`src/rtl/dark_pulse_emulator_pkg.sv`:
```
// dark_emu_pkg: state encoding and LFSR constants shared by the dark pulse emulator files
package dark_emu_pkg;
  localparam int LFSR_WIDTH = 16;
  localparam logic [LFSR_WIDTH-1:0] LFSR_TAPS = 16'hB400;
  localparam logic [LFSR_WIDTH-1:0] LFSR_DEFAULT_SEED = 16'hACE1;
  typedef enum logic [1:0] {IDLE, ARMED, PULSE, DEAD} state_t;
  function automatic logic [LFSR_WIDTH-1:0] lfsr_next(input logic [LFSR_WIDTH-1:0] s);
    return {s[LFSR_WIDTH-2:0], ^(s & LFSR_TAPS)};
  endfunction
endpackage

```
`src/rtl/dark_pulse_emulator_if.sv`:
```
// dark_pulse_emulator_if: control/pulse bundle; periodic exists only when DARK_PULSE_PERIODIC_EN is defined
interface dark_pulse_emulator_if #(parameter int CNT_WIDTH = 16);
  logic start, stop;
  logic [15:0] seed, threshold;
  logic [CNT_WIDTH-1:0] npulses;
  logic pulse_out, busy, done;
  logic [CNT_WIDTH-1:0] pulse_count;
`ifdef DARK_PULSE_PERIODIC_EN
  logic periodic;
  modport master(output start, stop, seed, threshold, npulses, periodic, input pulse_out, busy, done, pulse_count);
  modport slave(input start, stop, seed, threshold, npulses, periodic, output pulse_out, busy, done, pulse_count);
`else
  modport master(output start, stop, seed, threshold, npulses, input pulse_out, busy, done, pulse_count);
  modport slave(input start, stop, seed, threshold, npulses, output pulse_out, busy, done, pulse_count);
`endif
endinterface

```
`src/rtl/dark_pulse_emulator_lfsr16.sv`:
```
// lfsr16: 16-bit Fibonacci LFSR with seed load; a zero seed is replaced so the state never locks up
module lfsr16 import dark_emu_pkg::*; (
  input  logic                  clk,
  input  logic                  rst,
  input  logic                  enable,
  input  logic                  load,
  input  logic [LFSR_WIDTH-1:0] load_value,
  output logic [LFSR_WIDTH-1:0] state
);
  always_ff @(posedge clk) begin
    if (rst) state <= LFSR_DEFAULT_SEED;
    else if (load) state <= load_value == '0 ? LFSR_DEFAULT_SEED : load_value;
    else if (enable) state <= lfsr_next(state);
  end
endmodule

```
`src/rtl/dark_pulse_emulator.sv`:
```
// dark_pulse_emulator: synthetic MPPC dark-count pulse source with fixed width/dead time and pulse tally.
// Defining DARK_PULSE_PERIODIC_EN adds a periodic input selecting interval-counter firing instead of random.
module dark_pulse_emulator import dark_emu_pkg::*; #(
  parameter int PULSE_WIDTH = 4,
  parameter int DEAD_TIME   = 8,
  parameter int CNT_WIDTH   = 16
) (
  input logic clk,
  input logic rst,
  dark_pulse_emulator_if.slave bus
);
  localparam int TW = $clog2(PULSE_WIDTH > DEAD_TIME ? PULSE_WIDTH : DEAD_TIME) + 1;
  state_t state;
  logic [LFSR_WIDTH-1:0] lfsr;
  logic [TW-1:0] timer;
  logic [CNT_WIDTH-1:0] npulses_q;
  logic fire, abort, last;
`ifdef DARK_PULSE_PERIODIC_EN
  logic [15:0] interval;
  always_ff @(posedge clk) begin
    if (rst) interval <= '0;
    else interval <= state == ARMED ? interval + 16'd1 : '0;
  end
  assign fire = bus.periodic ? interval >= bus.threshold : lfsr < bus.threshold;
`else
  assign fire = lfsr < bus.threshold;
`endif
  assign abort = state != IDLE && bus.stop;
  assign last = npulses_q != '0 && bus.pulse_count == npulses_q;
  lfsr16 u_lfsr (
    .clk(clk),
    .rst(rst),
    .enable(state != IDLE),
    .load(state == IDLE && bus.start),
    .load_value(bus.seed),
    .state(lfsr)
  );
  always_ff @(posedge clk) begin
    if (rst) begin
      state           <= IDLE;
      timer           <= '0;
      npulses_q       <= '0;
      bus.pulse_out   <= 1'b0;
      bus.busy        <= 1'b0;
      bus.done        <= 1'b0;
      bus.pulse_count <= '0;
    end else begin
      bus.done <= 1'b0;
      if (abort) begin
        state         <= IDLE;
        bus.pulse_out <= 1'b0;
        bus.busy      <= 1'b0;
        bus.done      <= 1'b1;
      end else begin
        case (state)
          IDLE: if (bus.start) begin
            state           <= ARMED;
            bus.busy        <= 1'b1;
            bus.pulse_count <= '0;
            npulses_q       <= bus.npulses;
          end
          ARMED: if (fire) begin
            state           <= PULSE;
            bus.pulse_out   <= 1'b1;
            timer           <= TW'(PULSE_WIDTH - 1);
            bus.pulse_count <= bus.pulse_count + CNT_WIDTH'(~&bus.pulse_count);
          end
          PULSE: if (timer == '0) begin
            state         <= DEAD;
            bus.pulse_out <= 1'b0;
            timer         <= TW'(DEAD_TIME - 1);
          end else timer <= timer - 1'b1;
          DEAD: if (timer == '0) begin
            state    <= last ? IDLE : ARMED;
            bus.busy <= !last;
            bus.done <= last;
          end else timer <= timer - 1'b1;
        endcase
      end
    end
  end
endmodule

```
`src/flat_wrapper.sv`:
```
// flat-port wrapper written by rule: the top's interface ports become plain ports
module dark_pulse_emulator_flat import dark_emu_pkg::*;
#(
  parameter int PULSE_WIDTH = 4,
  parameter int DEAD_TIME   = 8,
  parameter int CNT_WIDTH   = 16
)
  (clk, rst, bus_start, bus_stop, bus_seed, bus_threshold, bus_npulses, bus_pulse_out, bus_busy, bus_done, bus_pulse_count);
  dark_pulse_emulator_if #(.CNT_WIDTH(CNT_WIDTH)) bus_i ();
  input logic clk;
  input logic rst;
  input wire logic [$bits(bus_i.start)-1:0] bus_start;
  input wire logic [$bits(bus_i.stop)-1:0] bus_stop;
  input wire logic [$bits(bus_i.seed)-1:0] bus_seed;
  input wire logic [$bits(bus_i.threshold)-1:0] bus_threshold;
  input wire logic [$bits(bus_i.npulses)-1:0] bus_npulses;
  output wire logic [$bits(bus_i.pulse_out)-1:0] bus_pulse_out;
  output wire logic [$bits(bus_i.busy)-1:0] bus_busy;
  output wire logic [$bits(bus_i.done)-1:0] bus_done;
  output wire logic [$bits(bus_i.pulse_count)-1:0] bus_pulse_count;
  assign bus_i.start = bus_start;
  assign bus_i.stop = bus_stop;
  assign bus_i.seed = bus_seed;
  assign bus_i.threshold = bus_threshold;
  assign bus_i.npulses = bus_npulses;
  assign bus_pulse_out = bus_i.pulse_out;
  assign bus_busy = bus_i.busy;
  assign bus_done = bus_i.done;
  assign bus_pulse_count = bus_i.pulse_count;
  dark_pulse_emulator #(.PULSE_WIDTH(PULSE_WIDTH), .DEAD_TIME(DEAD_TIME), .CNT_WIDTH(CNT_WIDTH)) u_core (.clk(clk), .rst(rst), .bus(bus_i));
endmodule
```
`config.mk`:
```
export PLATFORM = sky130hd
export DESIGN_NAME = dark_pulse_emulator_flat
export DESIGN_NICKNAME = d
export VERILOG_FILES = /design/src/rtl/dark_pulse_emulator_pkg.sv /design/src/rtl/dark_pulse_emulator_if.sv /design/src/rtl/dark_pulse_emulator_lfsr16.sv /design/src/rtl/dark_pulse_emulator.sv /design/src/flat_wrapper.sv
export SDC_FILE = /design/constraint.sdc
export NUM_CORES = 1
export LEC_CHECK = 0
export ABC_CLOCK_PERIOD_IN_PS = 3600
export CORE_UTILIZATION = 52
export DETAILED_ROUTE_END_ITERATION = 16
export GPL_ROUTABILITY_DRIVEN = 0
export PLACE_DENSITY = 0.91
export SYNTH_ARGS = -nofsm -noshare
export SYNTH_HDL_FRONTEND = slang
export SYNTH_HIERARCHICAL = 1
export SYNTH_SLANG_ARGS = --single-unit
```
`constraint.sdc`:
```
create_clock -name clk -period 3.6 [get_ports clk]
set_input_delay 0.72 -clock clk [delete_from_list [all_inputs] [get_ports clk]]
set_output_delay 0.72 -clock clk [all_outputs]
set_load 0.01 [all_outputs]
```
======== Word level (Yosys, flattened, before mapping) ========
Index checks and enable logic that the tools add are counted.
cells by class
  add/sub/neg operators ................... 2
  order comparisons ....................... 1
  equal/unequal tests ..................... 9
  mux-type cells .......................... 25
  bitwise gates (word level) .............. 1
  reductions and logical operators ........ 24
operator list
  kind                                                                 count
  16-bit 2-to-1 mux                                                    5
  16-bit one-hot mux with 2 select lines                               1
  16-bit by 1-bit adder with 16-bit output                             1
  16-bit equality test                                                 1
  16-bit logical NOT                                                   1
  16-bit < comparator                                                  1
  16-bit AND reduction                                                 1
  16-bit nonzero test                                                  1
  16-bit parity                                                        1
  4-bit 2-to-1 mux                                                     3
  4-bit one-hot mux with 3 select lines                                1
  4-bit AND reduction                                                  3
  2-bit nonzero test                                                   5
  3-bit AND reduction                                                  3
  1-bit 2-to-1 mux                                                     8
  2-bit 2-to-1 mux                                                     4
  2-bit one-hot mux with 4 select lines                                1
  2-bit by 1-bit != test with 1-bit output (second input constant)     3
  2-bit equality test (second input constant)                          2
  4-bit logical NOT                                                    1
  2-bit != test (second input constant)                                2
  1-bit one-hot mux with 2 select lines                                2
  4-bit by 1-bit subtractor with 4-bit output (second input constant)  1
  1-bit logical AND                                                    3
  other kinds (6)                                                      7
storage, ports and cells
  register bits ........................... 57
  bits of input ports ..................... 52
  output and inout bits ................... 19
  word-level logic and storage cells ...... 70

======== Logic depth before layout (Yosys ltp) ========
Gate-level depths: netlist (run 1).
  word-level depth ........................ 5
  gate-level depth with buffers ........... 14

======== Hierarchy ========
Netlist (run 1), hierarchy kept.
modules (own cells, without submodules)
  module               times used  cells an instance  area each (um2)
  dark_pulse_emulator  1           340                2601.2
  lfsr16               1           87                 809.5

======== Least setup slack after synthesis (run 1) ========
No wires, ideal clock.
  kind .................................... in2reg
  start point ............................. in bus_threshold[1]
  end point ............................... reg u_core.bus.pulse_count[15]
  arrival ................................. 2814 ps
  setup slack ............................. 712 ps
  cell stages on the path ................. 7
  path through ............................ inv_1 > ha_1 > a2111o_1 > a31o_4 > or4_4 > or4_1 > a31oi_1
on the way
  cells in the longest elaborated chain, start to end .. 3
RTL lines
  element                                                    line                          RTL
  start, declared                                            flat_wrapper.sv:15            input wire logic [$bits(bus_i.threshold)-1:0] bus_threshold;
  16-bit < comparator                                        dark_pulse_emulator.sv:26     assign fire = lfsr < bus.threshold;
  2-bit by 1-bit != test with 1-bit output (no source line)  -
  4-bit AND reduction (no source line)                       -
  end signal, assigned                                       dark_pulse_emulator.sv:66     bus.pulse_count <= bus.pulse_count + CNT_WIDTH'(~&bus.pulse_count);
  end, declared                                              dark_pulse_emulator_if.sv:14  modport slave(input start, stop, seed, threshold, npulses, output pulse_out, busy, done, pulse_count);
No other way between the ends.
A chain may end at the register's enable or synchronous reset.

======== Worst setup path in the final report (run 1) ========
Ends and elaborated chain as after synthesis.

==> results of run 1 <==
## cells in the final DEF, fill, tap and decap left out, types with 10 or more instances in the layout
cell	instances
clkdlybuf4s50_1	70
a21oi_1	45
a31oi_1	10
mux2i_1	10
o21ai_0	10
nor2_1	34
ha_1	22
inv_1	21
clkbuf_8	10
nand2_1	62
nand2b_1	11
nand3_1	17
xnor2_1	10
dfxtp_1	57
## flip-flops by register name, summed over array words and instances, names as in the netlist
name	cells
u_core/bus.pulse_out	1
u_core/bus.pulse_count	16
u_core/bus.busy	1
u_core/u_lfsr/state	16
u_core/state	2
u_core/bus.done	1
u_core/npulses_q	16
u_core/timer	4
## logic make-up after synthesis
family                   synth area share (%)
AO/OA/AOI/OAI                            17.7
multiplexers                             5.25
XOR/XNOR                                 4.88
buffers and inverters                    4.77
adder cells (fa/ha/maj)                  8.07
flip-flops                               33.5
AND/OR/NAND/NOR                          25.9
## worst max-delay path, cell delays in order
cell             delay, ps
clkdlybuf4s50_1        470
inv_1                   50
ha_1                   280
a2111o_1               390
a31o_4                 270
or4_4                  540
or4_1                  510
a31oi_1                160
## report_power, final
| part | internal, mW | leakage, nW | switching [mW] | total (mW) |
|---|---|---|---|---|
| registers | 0.773 | 0.466 | 0.132 | 0.905 |
| clock network | 0.478 | 0.120 | 0.258 | 0.736 |
| logic | 0.595 | 1.11 | 0.739 | 1.33 |
| total | 1.85 | 1.69 | 1.13 | 2.98 |
## final timing paths
kind                                              to  slack, ps  depth (start not counted)
max          u_core/bus.pulse_count[15]$_SDFFE_PP0P_        470                          8
min                 u_core/npulses_q[0]$_SDFFE_PP0P_        480                          2
max reg2reg  u_core/bus.pulse_count[14]$_SDFFE_PP0P_        600                         12
min reg2reg         u_core/npulses_q[0]$_SDFFE_PP0P_        480                          2
## area by class of cell
type	count	area, sq um
clock buffers	11	141
clock inverters	5	103
fillers	459	1940
inverters	22	82.6
multi-input cells	327	2110
flip-flops and latches	57	1140
well taps	77	96.3
repair buffers	75	738
## metal layers
metal	GRT usage, %	vias to the layer above	part of all wire (%)
li1	-	1662	-
met1	33.1	1631	44
met2	42.8	162	48
met3	5.57	23	6.7
met4	11.9	0	2.0
met5	0	-	0
==> impl_metrics.env, run 1 <==
export IMPL_fin_ws_ps=467
export IMPL_hold_path_startpoint="u_core/npulses_q[0]$_SDFFE_PP0P_"
export IMPL_grt_pass1_wl_mm=14.7
export IMPL_ys_async_sr_fraction_pct=0
export IMPL_dieArea_sq_um=6890
export IMPL_finalSetupViolations=0
export IMPL_final_layout_size_suffix_gt1_share_pct=7.24
export IMPL_n_antenna_cell=0
export IMPL_yosys_warnings=6
export IMPL_syn_avg_cell_area_sq_um=7.99
export IMPL_grt_pass1_vias=3316
export IMPL_yosysMostFrequentCell="nand2_1"
export IMPL_fin_total_pwr_mw=2.98
export IMPL_dp_cells=558
export IMPL_holdBufCountCts=0
export IMPL_worstSetupStartpoint="bus_threshold[1]"
export IMPL_grt_use_total_pct=26.2
export IMPL_vias=3478
export IMPL_die_width_microns=83.0
export IMPL_cp_required_ps=3860
export IMPL_ir_drop_uv=395
export IMPL_rsz0062_at_grt="no"
export IMPL_yosysUniqueCellTypes=49
export IMPL_worstPathArrival_ps=3390
export IMPL_synth_area_top_cells="dfxtp_1, ha_1, nand2_1"
export IMPL_synth_enable_flop_cells=0
export IMPL_firstDrtPassIters=5
export IMPL_io_pins=71
export IMPL_setup_worst_path_start_class="input port"
export IMPL_first_iter_violations=267
export IMPL_initial_core_util_pct=53.7
export IMPL_synthTopCellsByCount="nand2_1, dfxtp_1, a21oi_1"
export IMPL_vias_per_cell=6.06
export IMPL_place_area_sq_um=4170
export IMPL_syn_inst=427
export IMPL_hold_viol=0
export IMPL_min_period_ps=3130
export IMPL_area_delta_synth_final_pct=29.3
export IMPL_p_per_area_nw_per_um2=675
export IMPL_slew_violations=0
export IMPL_finalNonFillerCells=574
export IMPL_hp_class="flip-flop to flip-flop"
export IMPL_route_antenna_remaining_nets=0
export IMPL_overflow=0
export IMPL_stdcell_area_sq_um=4410
export IMPL_period_share_pct=87.0
export IMPL_crit_fanout=7
export IMPL_place_ws_ps=155
export IMPL_final_nets=566
export IMPL_synth_ff_type="dfxtp_1"
export IMPL_synth_seq_cells=57
export IMPL_cts_buffers=9
export IMPL_grt_max_degree=42
export IMPL_cts_resized=0
export IMPL_path_clk_slew_ps=60
export IMPL_syn_cell_area_sq_um=3410
export IMPL_whs_ps=483
export IMPL_synth_top_area_share_pct=33.5
export IMPL_clk_latency_ps=340
export IMPL_fmax_mhz=319
export IMPL_slew_headroom_pct=41.7
export IMPL_end_kind="flip-flop"
export IMPL_worstMarginPinSlew_ps=873
export IMPL_post_cts_setup_buffer_count=0
export IMPL_cts_root_buf="clkbuf_8"
export IMPL_drv_cap=0
export IMPL_tritoncts="yes"
export IMPL_setup_tns_final_ps=0
export IMPL_clockBufferDepth=2
export IMPL_path_class="input port to flip-flop"
export IMPL_finish_utilization_pct=69.4
export IMPL_antenna_found_initial=0
export IMPL_drc=0
export IMPL_die_h_microns=83.0
export IMPL_htree_num_levels=3
export IMPL_core_sq_um=6350
export IMPL_reg2reg_from="u_core/bus.pulse_count[7]$_SDFFE_PP0P_"
export IMPL_status="finished, final reports clean"
export IMPL_row_count=29
export IMPL_dp_hpwl_mm=6.43
export IMPL_synth_seq_area_share_pct=33.5
export IMPL_finalClockSkew_ps=9.79
export IMPL_synth_largest_area_cell="dfxtp_1"
export IMPL_wl_per_cell_microns=15.5
export IMPL_p_leak_nw=1.69
export IMPL_cts_sinks=57
export IMPL_port_buffers=70
export IMPL_drt_total_wl_mm=8.91
export IMPL_synth_fp_nets=501
No activity file was read; power rests on OpenSTA's default activity.
==> inputs of run 2 (changes only) <==
==> constraint.sdc (replaced) <==
create_clock -name clk -period 3.6 [get_ports clk]
set_input_delay 0.72 -clock clk [delete_from_list [all_inputs] [get_ports clk]]
set_output_delay 0.72 -clock clk [all_outputs]
set_load 0.05 [all_outputs]
==> results of run 2 <==
Same layout as run 1 (identical final DEF). Status: finished, final reports clean.
Among the figures that moved: total power 2.98 mW -> 3.02 mW
==> inputs of run 3 (changes only) <==
--- a/config.mk
+++ b/config.mk
@@ -5,7 +5,6 @@
 export SDC_FILE = /design/constraint.sdc
 export NUM_CORES = 1
 export LEC_CHECK = 0
-export ABC_CLOCK_PERIOD_IN_PS = 3600
 export CORE_UTILIZATION = 52
 export DETAILED_ROUTE_END_ITERATION = 16
 export GPL_ROUTABILITY_DRIVEN = 0
==> results of run 3 <==
Same layout as run 1 (identical final DEF). Status: finished, final reports clean.
Among the figures that moved: total power 2.98 mW -> 3.02 mW
